$ cat config.mk
export PLATFORM = sky130hd
export DESIGN_NAME = demux1pn_buf
export DESIGN_NICKNAME = d
export VERILOG_FILES = /design/src/rtl/demux_pkg.sv /design/src/rtl/demux_slot.sv /design/src/rtl/demux1pn_buf.sv
export SDC_FILE = /design/constraint.sdc
export NUM_CORES = 1
export LEC_CHECK = 0
export CORE_ASPECT_RATIO = 1.25
export CORE_MARGIN = 10
export CORE_UTILIZATION = 39
export DETAILED_ROUTE_END_ITERATION = 10
export PLACE_DENSITY = 0.75
export SYNTH_ARGS = -nofsm -noshare
export SYNTH_HDL_FRONTEND = slang
export SYNTH_SLANG_ARGS = --single-unit
$ cat constraint.sdc
create_clock -name clk -period 1.4 [get_ports clk]
set_clock_uncertainty 0.15 [all_clocks]
set_input_delay 0.35 -clock clk [delete_from_list [all_inputs] [get_ports clk]]
set_output_delay 0.35 -clock clk [all_outputs]
set_load 0.01 [all_outputs]
$ cat src/rtl/demux_pkg.sv
// Shared constants, types and helpers for the demux1pn_buf channel router.
package demux_pkg;

    localparam int          STAT_W   = 16;
    localparam logic [15:0] STAT_MAX = 16'hFFFF;

    typedef enum logic {
        SLOT_EMPTY = 1'b0,
        SLOT_FULL  = 1'b1
    } slot_state_e;

    // A select port must be at least one bit wide even for degenerate counts.
    function automatic int sel_width(input int n);
        return (n < 2) ? 1 : $clog2(n);
    endfunction

endpackage

$ cat src/rtl/demux_slot.sv
// One-entry output buffer: holds a single beat until its consumer pops it.
module demux_slot
    import demux_pkg::*;
#(
    parameter int WIDTH = 8
) (
    input  logic             clk,
    input  logic             rst,
    input  logic             push_i,
    input  logic             pop_i,
    input  logic [WIDTH-1:0] data_i,
    output logic             valid_o,
    output logic [WIDTH-1:0] data_o
);

    slot_state_e      state_q, state_d;
    logic [WIDTH-1:0] data_q, data_d;

    // A push while full is a pass-through refill; data is never cleared on pop.
    always_comb begin
        state_d = state_q;
        data_d  = data_q;
        case (state_q)
            SLOT_EMPTY: begin
                if (push_i) begin
                    state_d = SLOT_FULL;
                    data_d  = data_i;
                end
            end
            SLOT_FULL: begin
                if (push_i) begin
                    state_d = SLOT_FULL;
                    data_d  = data_i;
                end else if (pop_i) begin
                    state_d = SLOT_EMPTY;
                end
            end
            default: state_d = SLOT_EMPTY;
        endcase
    end

    always_ff @(posedge clk or posedge rst) begin
        if (rst) begin
            state_q <= SLOT_EMPTY;
            data_q  <= '0;
        end else begin
            state_q <= state_d;
            data_q  <= data_d;
        end
    end

    assign valid_o = (state_q == SLOT_FULL);
    assign data_o  = data_q;

endmodule

$ cat src/rtl/demux1pn_buf.sv
// 1:N_OUT valid/ready demux with a one-entry buffer per channel.
// Optional DEMUX_STATS_EN adds per-channel saturating pop counters (stat_cnt/stat_clr).
module demux1pn_buf
    import demux_pkg::*;
#(
    parameter  int WIDTH = 8,
    parameter  int N_OUT = 4,
    localparam int SEL_W = sel_width(N_OUT)
) (
    input  logic                   clk,
    input  logic                   rst,
    input  logic [WIDTH-1:0]       data_in,
    input  logic [SEL_W-1:0]       sel,
    input  logic                   in_valid,
    output logic                   in_ready,
    output logic [N_OUT*WIDTH-1:0] out_data,
    output logic [N_OUT-1:0]       out_valid,
    input  logic [N_OUT-1:0]       out_ready,
    output logic                   drop
`ifdef DEMUX_STATS_EN
    ,
    input  logic                   stat_clr,
    output logic [N_OUT*STAT_W-1:0] stat_cnt
`endif
);

    logic [N_OUT-1:0] selHit;
    logic             selInRange;
    logic [N_OUT-1:0] push;
    logic [N_OUT-1:0] pop;
    logic             drop_q, drop_d;

    // Decode by comparison rather than indexing so out-of-range selects stay safe.
    always_comb begin
        selHit = '0;
        for (int k = 0; k < N_OUT; k++) begin
            selHit[k] = (sel == SEL_W'(k));
        end
        selInRange = |selHit;
        in_ready   = !selInRange || (|(selHit & (~out_valid | out_ready)));
    end

    assign push   = (in_valid && in_ready) ? selHit : '0;
    assign pop    = out_valid & out_ready;
    assign drop_d = in_valid && !selInRange;

    always_ff @(posedge clk or posedge rst) begin
        if (rst) begin
            drop_q <= 1'b0;
        end else begin
            drop_q <= drop_d;
        end
    end

    assign drop = drop_q;

    for (genvar k = 0; k < N_OUT; k++) begin : g_slot
        demux_slot #(
            .WIDTH (WIDTH)
        ) u_slot (
            .clk     (clk),
            .rst     (rst),
            .push_i  (push[k]),
            .pop_i   (pop[k]),
            .data_i  (data_in),
            .valid_o (out_valid[k]),
            .data_o  (out_data[k*WIDTH +: WIDTH])
        );
    end

`ifdef DEMUX_STATS_EN
    // Clear wins over a same-cycle pop; counters stick at their maximum.
    for (genvar k = 0; k < N_OUT; k++) begin : g_stat
        logic [STAT_W-1:0] cnt_q;

        always_ff @(posedge clk or posedge rst) begin
            if (rst) begin
                cnt_q <= '0;
            end else if (stat_clr) begin
                cnt_q <= '0;
            end else if (pop[k] && (cnt_q != STAT_MAX)) begin
                cnt_q <= cnt_q + 1'b1;
            end
        end

        assign stat_cnt[k*STAT_W +: STAT_W] = cnt_q;
    end
`endif

endmodule
; ---- Word-level counts from Yosys, hierarchy flattened
; Index checks and enable logic that the tools add are counted.
; Widths: inputs -> output; s select.
[word_totals]
register_bits = 37
inputBits = 17
output_inout_bits = 38
[op_classes]
eq_ne = 3
n_mux = 21
bitwise = 8
reduce_logical = 7
[op_table]
columns = operator, n
row1 = $mux 8, 4
row2 = $mux 1, 12
row3 = $and 4x4->4, 2
row4 = $pmux 1 s2, 4
row5 = $reduce_or 4->1, 2
row6 = $eq 2x2->1 const B, 2
row7 = $mux 4, 1
row8 = $not 1->1, 4
row9 = $not 4->4, 1
row10 = $or 4x4->4, 1
row11 = $eq 2x1->1 const B, 1
row12 = $logic_and 1x1->1, 2
row13 = $logic_not 2->1, 1
row14 = $logic_not 1->1, 1
row15 = $logic_or 1x1->1, 1

; ---- Logic depth before layout (Yosys ltp)
; Gate-level depths: netlist (run 1).
[depth]
ltp_word = 9
mapped_depth = 4

; ---- Modules after synthesis
; Synthesis (run 1) repeated with hierarchy kept, for this count alone.
[hier_totals]
cells_unflattened = 100
area_unflattened_um2 = 1652.8
[by_module_without_submodules]
columns = module, n_inst, cells_each, area_per_inst_um2, seq_area_each_um2
row1 = demux_slot, 4, 21, 372.9, 225.2
row2 = demux1pn_buf, 1, 16, 161.4, 25.0

; ---- Worst setup path before layout (run 1)
; No wires, ideal clock.
[synth_path]
kind = input port to output port
startpoint = input out_ready[0]
endpoint = output in_ready
t_arrival_ns = 0.998
t_required_ns = 0.900
slack_ns = -0.098
cell_stages = 2
n_path_buf = 0
cell_sequence = nand2b_1 > mux4_2
[synth_via]
elab_chain_cells = 4
[synth_rtl]
columns = item, line_no
row1 = "start, declared", demux1pn_buf.sv:18  ; input logic [N_OUT-1:0] out_ready,
row2 = $or 4x4->4, demux1pn_buf.sv:40  ; in_ready = !selInRange || (|(selHit & (~out_valid | out_ready)));
row3 = $and 4x4->4, demux1pn_buf.sv:40
row4 = $reduce_or 4->1, demux1pn_buf.sv:40
row5 = $logic_or 1x1->1, demux1pn_buf.sv:40
row6 = "end, declared", demux1pn_buf.sv:15  ; output logic in_ready,
; No other way between the ends.

; ---- Worst setup path after layout (run 1)
[layout_path]
startpoint = register g_slot[3].u_slot.state_q
endpoint = output in_ready
[layout_via]
elab_chain_cells = 5
[layout_rtl]
columns = item, line_no
row1 = "start, declared", demux_slot.sv:16  ; slot_state_e state_q, state_d;
row2 = "start signal, assigned", demux_slot.sv:47  ; state_q <= state_d;
row3 = $not 4->4, demux1pn_buf.sv:40
row4 = $or 4x4->4, demux1pn_buf.sv:40
row5 = $and 4x4->4, demux1pn_buf.sv:40
row6 = $reduce_or 4->1, demux1pn_buf.sv:40
row7 = $logic_or 1x1->1, demux1pn_buf.sv:40
; No other way between the ends.

==> run metrics, run 1 <==
most common cell after layout, fill and taps aside=dfrtp_1; worst min-delay path class=primary input to async pin; Cell Area, Synth=0.00146 sq mm; Max stage delay on crit path=0.47 ns; unrepaired setup endpoints after global routing=true; Place WS=-0.945 ns; Final Non-Filler Cells=210; vias after detailed routing=1,044; R2R Path Start=g_slot[2].u_slot.valid_o; wirelength, routed=4.10 mm; maximum vdd drop=713 uV; Congestion Overflow GR=0; CTS sink cnt=37; failing checks=setup timing; Clock Tree Buf Depth=2; Hold Buf Count CTS=0; initial antenna violation count=0; CTS Buf Count=5; pwr dens=1310 mW/mm^2; std cell rows=24; Port Buf Inserts=54; Initial DRT Pass Iterations=4; final core occ=64.9%; Pleak=1.19 nW; slowest CP cell=mux4_2; r2r endpoint=g_slot[2].u_slot.data_o[4]; IO Count=55; routed length per placed instance=19.5 um; Yosys cell types=15; antenna cells=0; Final period util=131%; final setup violating endpoints=24; Final HPWL DP=2.87 mm; Avg Inst Size Synth=15.5 sq um; post-layout min period=1.84 ns; Die ar.=0.00660 sq mm; clk_lat worst skew=0.28 ns; Synth Register Bits=37; setup ws final=-0.440 ns; starting density of the core=41.2%; Final ANT Viol Nets=0; placed insts=195; CP cell instances=nand2b_4 > mux4_2 > buf_6; CTS H-Tree Depth=2; routability cong.=0.817; cell count of the worst reg-to-reg path=5; most frequent cells in the layout=dfrtp_1, buf_2, mux2_4; GR Util All Layers=12.8%; Worst Path Max Fanout=2; post-route setup TNS=-1.85 ns; FF-to-FF setup slack=-0.12 ns; crit end category=output port; vias in the first global route=1,103; critical path class=register to output port; initial DRC count=61; max-cap violation count=0; largest net degree at the start of global routing=38; Die Wd=74.7 um; Syn Nets=111; final net count=187; Worst-path clk slew=0.07 ns; Worst EP required=0.90 ns; CTS tree=built; status=finished, violations left; Seq/Total Area, Yosys=63.5%; CTS root buf=clkbuf_8; fin area=0.00230 sq mm; Slew Viols, Final=0; Core Area=0.00354 sq mm; dpl cell area=0.00217 sq mm; crit start category=register; share of post-route cells with drive strength above 1=63.7%; Fin. Hold Viols=0; total power=3.00 mW; cells after synthesis=94; Min Hold Slack=0.260 ns; first-pass GRT wire length=6.24 mm; # DRC=0; Yosys Warn Count=0; Peak Freq=0.544 GHz; drt via density=4.97; Crit path arrival time=1.34 ns; Die Ht=88.4 um; P&R area growth vs syn=57.5%
## layout make-up
type,count,area [sq um]
tap,39,48.8
clock buffer,6,72.6
multi-input combinational,50,668
sequential,37,926
timing repair buffer,75,569
fill,280,1240
clock inverter,2,10.0
inverter,1,3.75
## Yosys cell counts
library cell | instances | area, sq um
dfrtp_1 | 37 | 926
mux2_2 | 32 | 360
nand2_1 | 5 | 18.8
buf_4 | 4 | 30.0
nand2b_1 | 4 | 25.0
buf_2 | 2 | 10.0
nor2b_1 | 2 | 12.5
and3_1 | 1 | 6.26
conb_1 | 1 | 3.75
inv_1 | 1 | 3.75
mux4_2 | 1 | 22.5
nand3_1 | 1 | 5.00
nand3b_2 | 1 | 11.3
nor3b_4 | 1 | 18.8
o21ai_0 | 1 | 5.00
## kinds of logic (layout without fill, tap and decap cells)
family	after synthesis	in the layout	synth area share [%]
AO/OA/AOI/OAI	1	1	0.343
buffers and inverters	7	84	3.00
flip-flops	37	37	63.5
multiplexers	33	33	26.2
other	1	1	0.257
AND/OR/NAND/NOR	15	15	6.69
## how the worst max path moves through the flow
| stage | startpoint | to |
|---|---|---|
| after floorplan | out_ready[3] | in_ready |
| after global placement | sel[1] | in_ready |
| after detailed placement | out_ready[3] | in_ready |
| after CTS | g_slot[3].u_slot.valid_o | in_ready |
| after global routing | g_slot[3].u_slot.valid_o | in_ready |
| final | g_slot[3].u_slot.valid_o | in_ready |
## layer usage
layer | wire (um) | GRT usage [%]
met5 | 0 | 0
met1 | 1710 | 14.8
met2 | 2000 | 20.4
met3 | 325 | 5.16
met4 | 55 | 5.69
## power by group
group	internal [mW]	switching, mW	leakage [nW]
Sequential	1.28	0.114	0.443
Clock	0.345	0.358	0.0450
Combinational	0.538	0.371	0.698
## state kept, by name, summed over array words and instances, names as in the netlist
register,flops
drop,1
g_slot.u_slot.valid_o,4
g_slot.u_slot.data_o,32
## critical path, delay by kind of cell (launching register included)
family / cells / cell delay [ns]
mux: 1 / 0.47
flops: 1 / 0.39
buf+inv: 1 / 0.14
simple gates: 1 / 0.06
## what timing repair did
item / 4_1_cts / 5_1_grt
gates resized for setup: 187 / 23
buffers inserted: 7 / 2
pin swaps: 2 / 0
setup endpoints to repair: 71 / 37
gates cloned: 0 / 0
No activity file was read; power rests on OpenSTA's default activity.
==> inputs of run 2 (changes only) <==
- CAP_MARGIN: not set -> 20
==> results of run 2 <==
No change in the layout: final DEF, timing and power equal those of run 1.
==> inputs of run 3 (changes only) <==
- CAP_MARGIN: 20 -> not set
- CORE_UTILIZATION: 39 -> 43
- DONT_BUFFER_PORTS: not set -> 1
- PLACE_DENSITY: 0.75 -> not set
- SKIP_CTS_REPAIR_TIMING: not set -> 1
==> run 3 against run 2 <==
Via count down 22%. Sequential power rose by 10%. Final cell count is 28% lower. Final area fell by 19%. Critical path depth is 1 lower. Worst setup slack better by 0.068 ns. Sequential share of layout area increased by 9.4 points. Critical endpoint unchanged. Core utilization down 7.6 points. Register-to-register slack better by 0.03 ns. Critical path type unchanged. The flow still finishes with violations (setup timing). Largest cell class unchanged.
==> run metrics, run 3 (same netlist as run 1, synthesis figures left out) <==
Fin. Hold Viols=0 (unchanged); drt via density=5.38 (was 4.97); CTS tree=built (unchanged); CTS root buf=clkbuf_8 (unchanged); Slew Viols, Final=0 (unchanged); max-cap violation count=0 (unchanged); maximum vdd drop=1050 uV (was 713 uV); P&R area growth vs syn=27.6% (was 57.5%); cell count of the worst reg-to-reg path=4 (was 5); Place WS=-0.0988 ns (was -0.945 ns); failing checks=setup timing (unchanged); R2R Path Start=g_slot[2].u_slot.valid_o (unchanged); antenna cells=0 (unchanged); wirelength, routed=3.41 mm (was 4.10 mm); Congestion Overflow GR=0 (unchanged); Peak Freq=0.564 GHz (was 0.544 GHz); vias in the first global route=913 (was 1,103); final net count=130 (was 187); routability cong.=0.765 (was 0.817); status=finished, violations left (unchanged); initial DRC count=41 (was 61); routed length per placed instance=22.6 um (was 19.5 um); crit end category=output port (unchanged); crit start category=register (unchanged); launch point of the worst path=g_slot[1].u_slot.valid_o (was g_slot[3].u_slot.valid_o); IO Count=55 (unchanged); clk_lat worst skew=0.28 ns (about the same); starting density of the core=44.9% (was 41.2%); Worst-path clk slew=0.08 ns (was 0.07 ns); Final period util=127% (was 131%); GR Util All Layers=10.8% (was 12.8%); Crit path arrival time=1.27 ns (was 1.34 ns); share of post-route cells with drive strength above 1=58.8% (was 63.7%); critical path class=register to output port (unchanged); final core occ=57.3% (was 64.9%); unrepaired setup endpoints after global routing=true (unchanged); Die Ht=85.1 um (was 88.4 um); first-pass GRT wire length=5.12 mm (was 6.24 mm); Die Wd=72.1 um (was 74.7 um); Clock Tree Buf Depth=2 (unchanged); CP Capture Point=in_ready (unchanged); std cell rows=23 (was 24); final setup violating endpoints=19 (was 24); worst min-delay path class=primary input to register (was primary input to async pin); Largest register FFs=32 (unchanged); Fillers=267 (was 280); most frequent cells in the layout=dfrtp_1, mux2_4, mux2_2 (was dfrtp_1, buf_2, mux2_4); Final HPWL DP=2.58 mm (was 2.87 mm); Final ANT Viol Nets=0 (unchanged); largest net degree at the start of global routing=21 (was 38); most common cell after layout, fill and taps aside=dfrtp_1 (unchanged); pwr dens=1550 mW/mm^2 (was 1310 mW/mm^2); initial antenna violation count=0 (unchanged); CTS sink cnt=37 (unchanged); Initial DRT Pass Iterations=4 (unchanged); CTS H-Tree Depth=2 (unchanged); post-layout min period=1.77 ns (was 1.84 ns); vias after detailed routing=812 (was 1,044); setup ws final=-0.372 ns (was -0.440 ns); Core Area=0.00325 sq mm (was 0.00354 sq mm); Worst EP required=0.90 ns (about the same); r2r endpoint=g_slot[2].u_slot.data_o[3] (was g_slot[2].u_slot.data_o[4]); # DRC=0 (unchanged); CTS Buf Count=5 (unchanged); Worst Path Max Fanout=3 (was 2); Pleak=0.872 nW (was 1.19 nW); Port Buf Inserts=0 (was 54); Die ar.=0.00614 sq mm (was 0.00660 sq mm); FF-to-FF setup slack=-0.09 ns (was -0.12 ns)
==> run 3: final cells by class <==
class / instances / area [sq um] / area share [%]
sequential: 37 / 926 / 49.7
multi-input combinational: 50 / 602 / 32.3
timing repair buffer: 18 / 164 / 8.80
clock buffer: 6 / 82.6 / 4.44
tap: 37 / 46.3 / 2.49
clock inverter: 2 / 37.5 / 2.02
inverter: 1 / 3.75 / 0.202
==> run 3: per-layer routing <==
metal | vias up | part of all wire (%) | track usage, %
li1 | 354 | - | -
met1 | 421 | 38 | 10.4
met2 | 35 | 49 | 17.5
met3 | 2 | 13 | 7.93
met4 | 0 | 0.44 | 3.70
met5 | - | 0 | 0
==> run 3: where the power goes <==
part / switching [mW] / total (mW) / internal (mW)
Sequential: 0.258 / 1.53 / 1.28
Combinational: 0.118 / 0.388 / 0.270
Clock: 0.378 / 0.957 / 0.579
Total: 0.754 / 2.88 / 2.12
==> run 3: worst min path at each step <==
stage,from,cells after the start,slack (ns),to
after floorplan,sel[0],1,0.31,g_slot[2].u_slot.valid_o
after global placement,rst,2,0.14,g_slot[2].u_slot.data_o[0]
after detailed placement,rst,2,0.15,g_slot[0].u_slot.data_o[0]
after CTS,rst,2,-0.17,g_slot[0].u_slot.data_o[0]
after global routing,sel[0],2,0.03,g_slot[1].u_slot.valid_o
final,sel[0],2,0.03,g_slot[1].u_slot.valid_o
==> run 3: worst max-delay path: stages, from the launching register on <==
cell and delay (ns):
dfrtp_1 0.41, nand2b_4 0.07, mux4_2 0.50
==> run 3: stage by stage <==
| stage | cell area, sq um | hold WS [ns] | TNS (ns) | instances | total power, mW |
|---|---|---|---|---|---|
| detailed placement | 1620 | 0.147 | -2.42 | 140 | 1.88 |
| finish | 1860 | 0.0250 | -1.23 | 151 | 2.88 |
| CTS | 1740 | -0.166 | -2.77 | 148 | 2.85 |
| floorplan | 1510 | 0.310 | -0.462 | 94 | 1.76 |
| global placement | 1620 | 0.135 | -2.26 | 140 | 1.86 |
| global route | 1860 | 0.0284 | -2.50 | 151 | 3.02 |
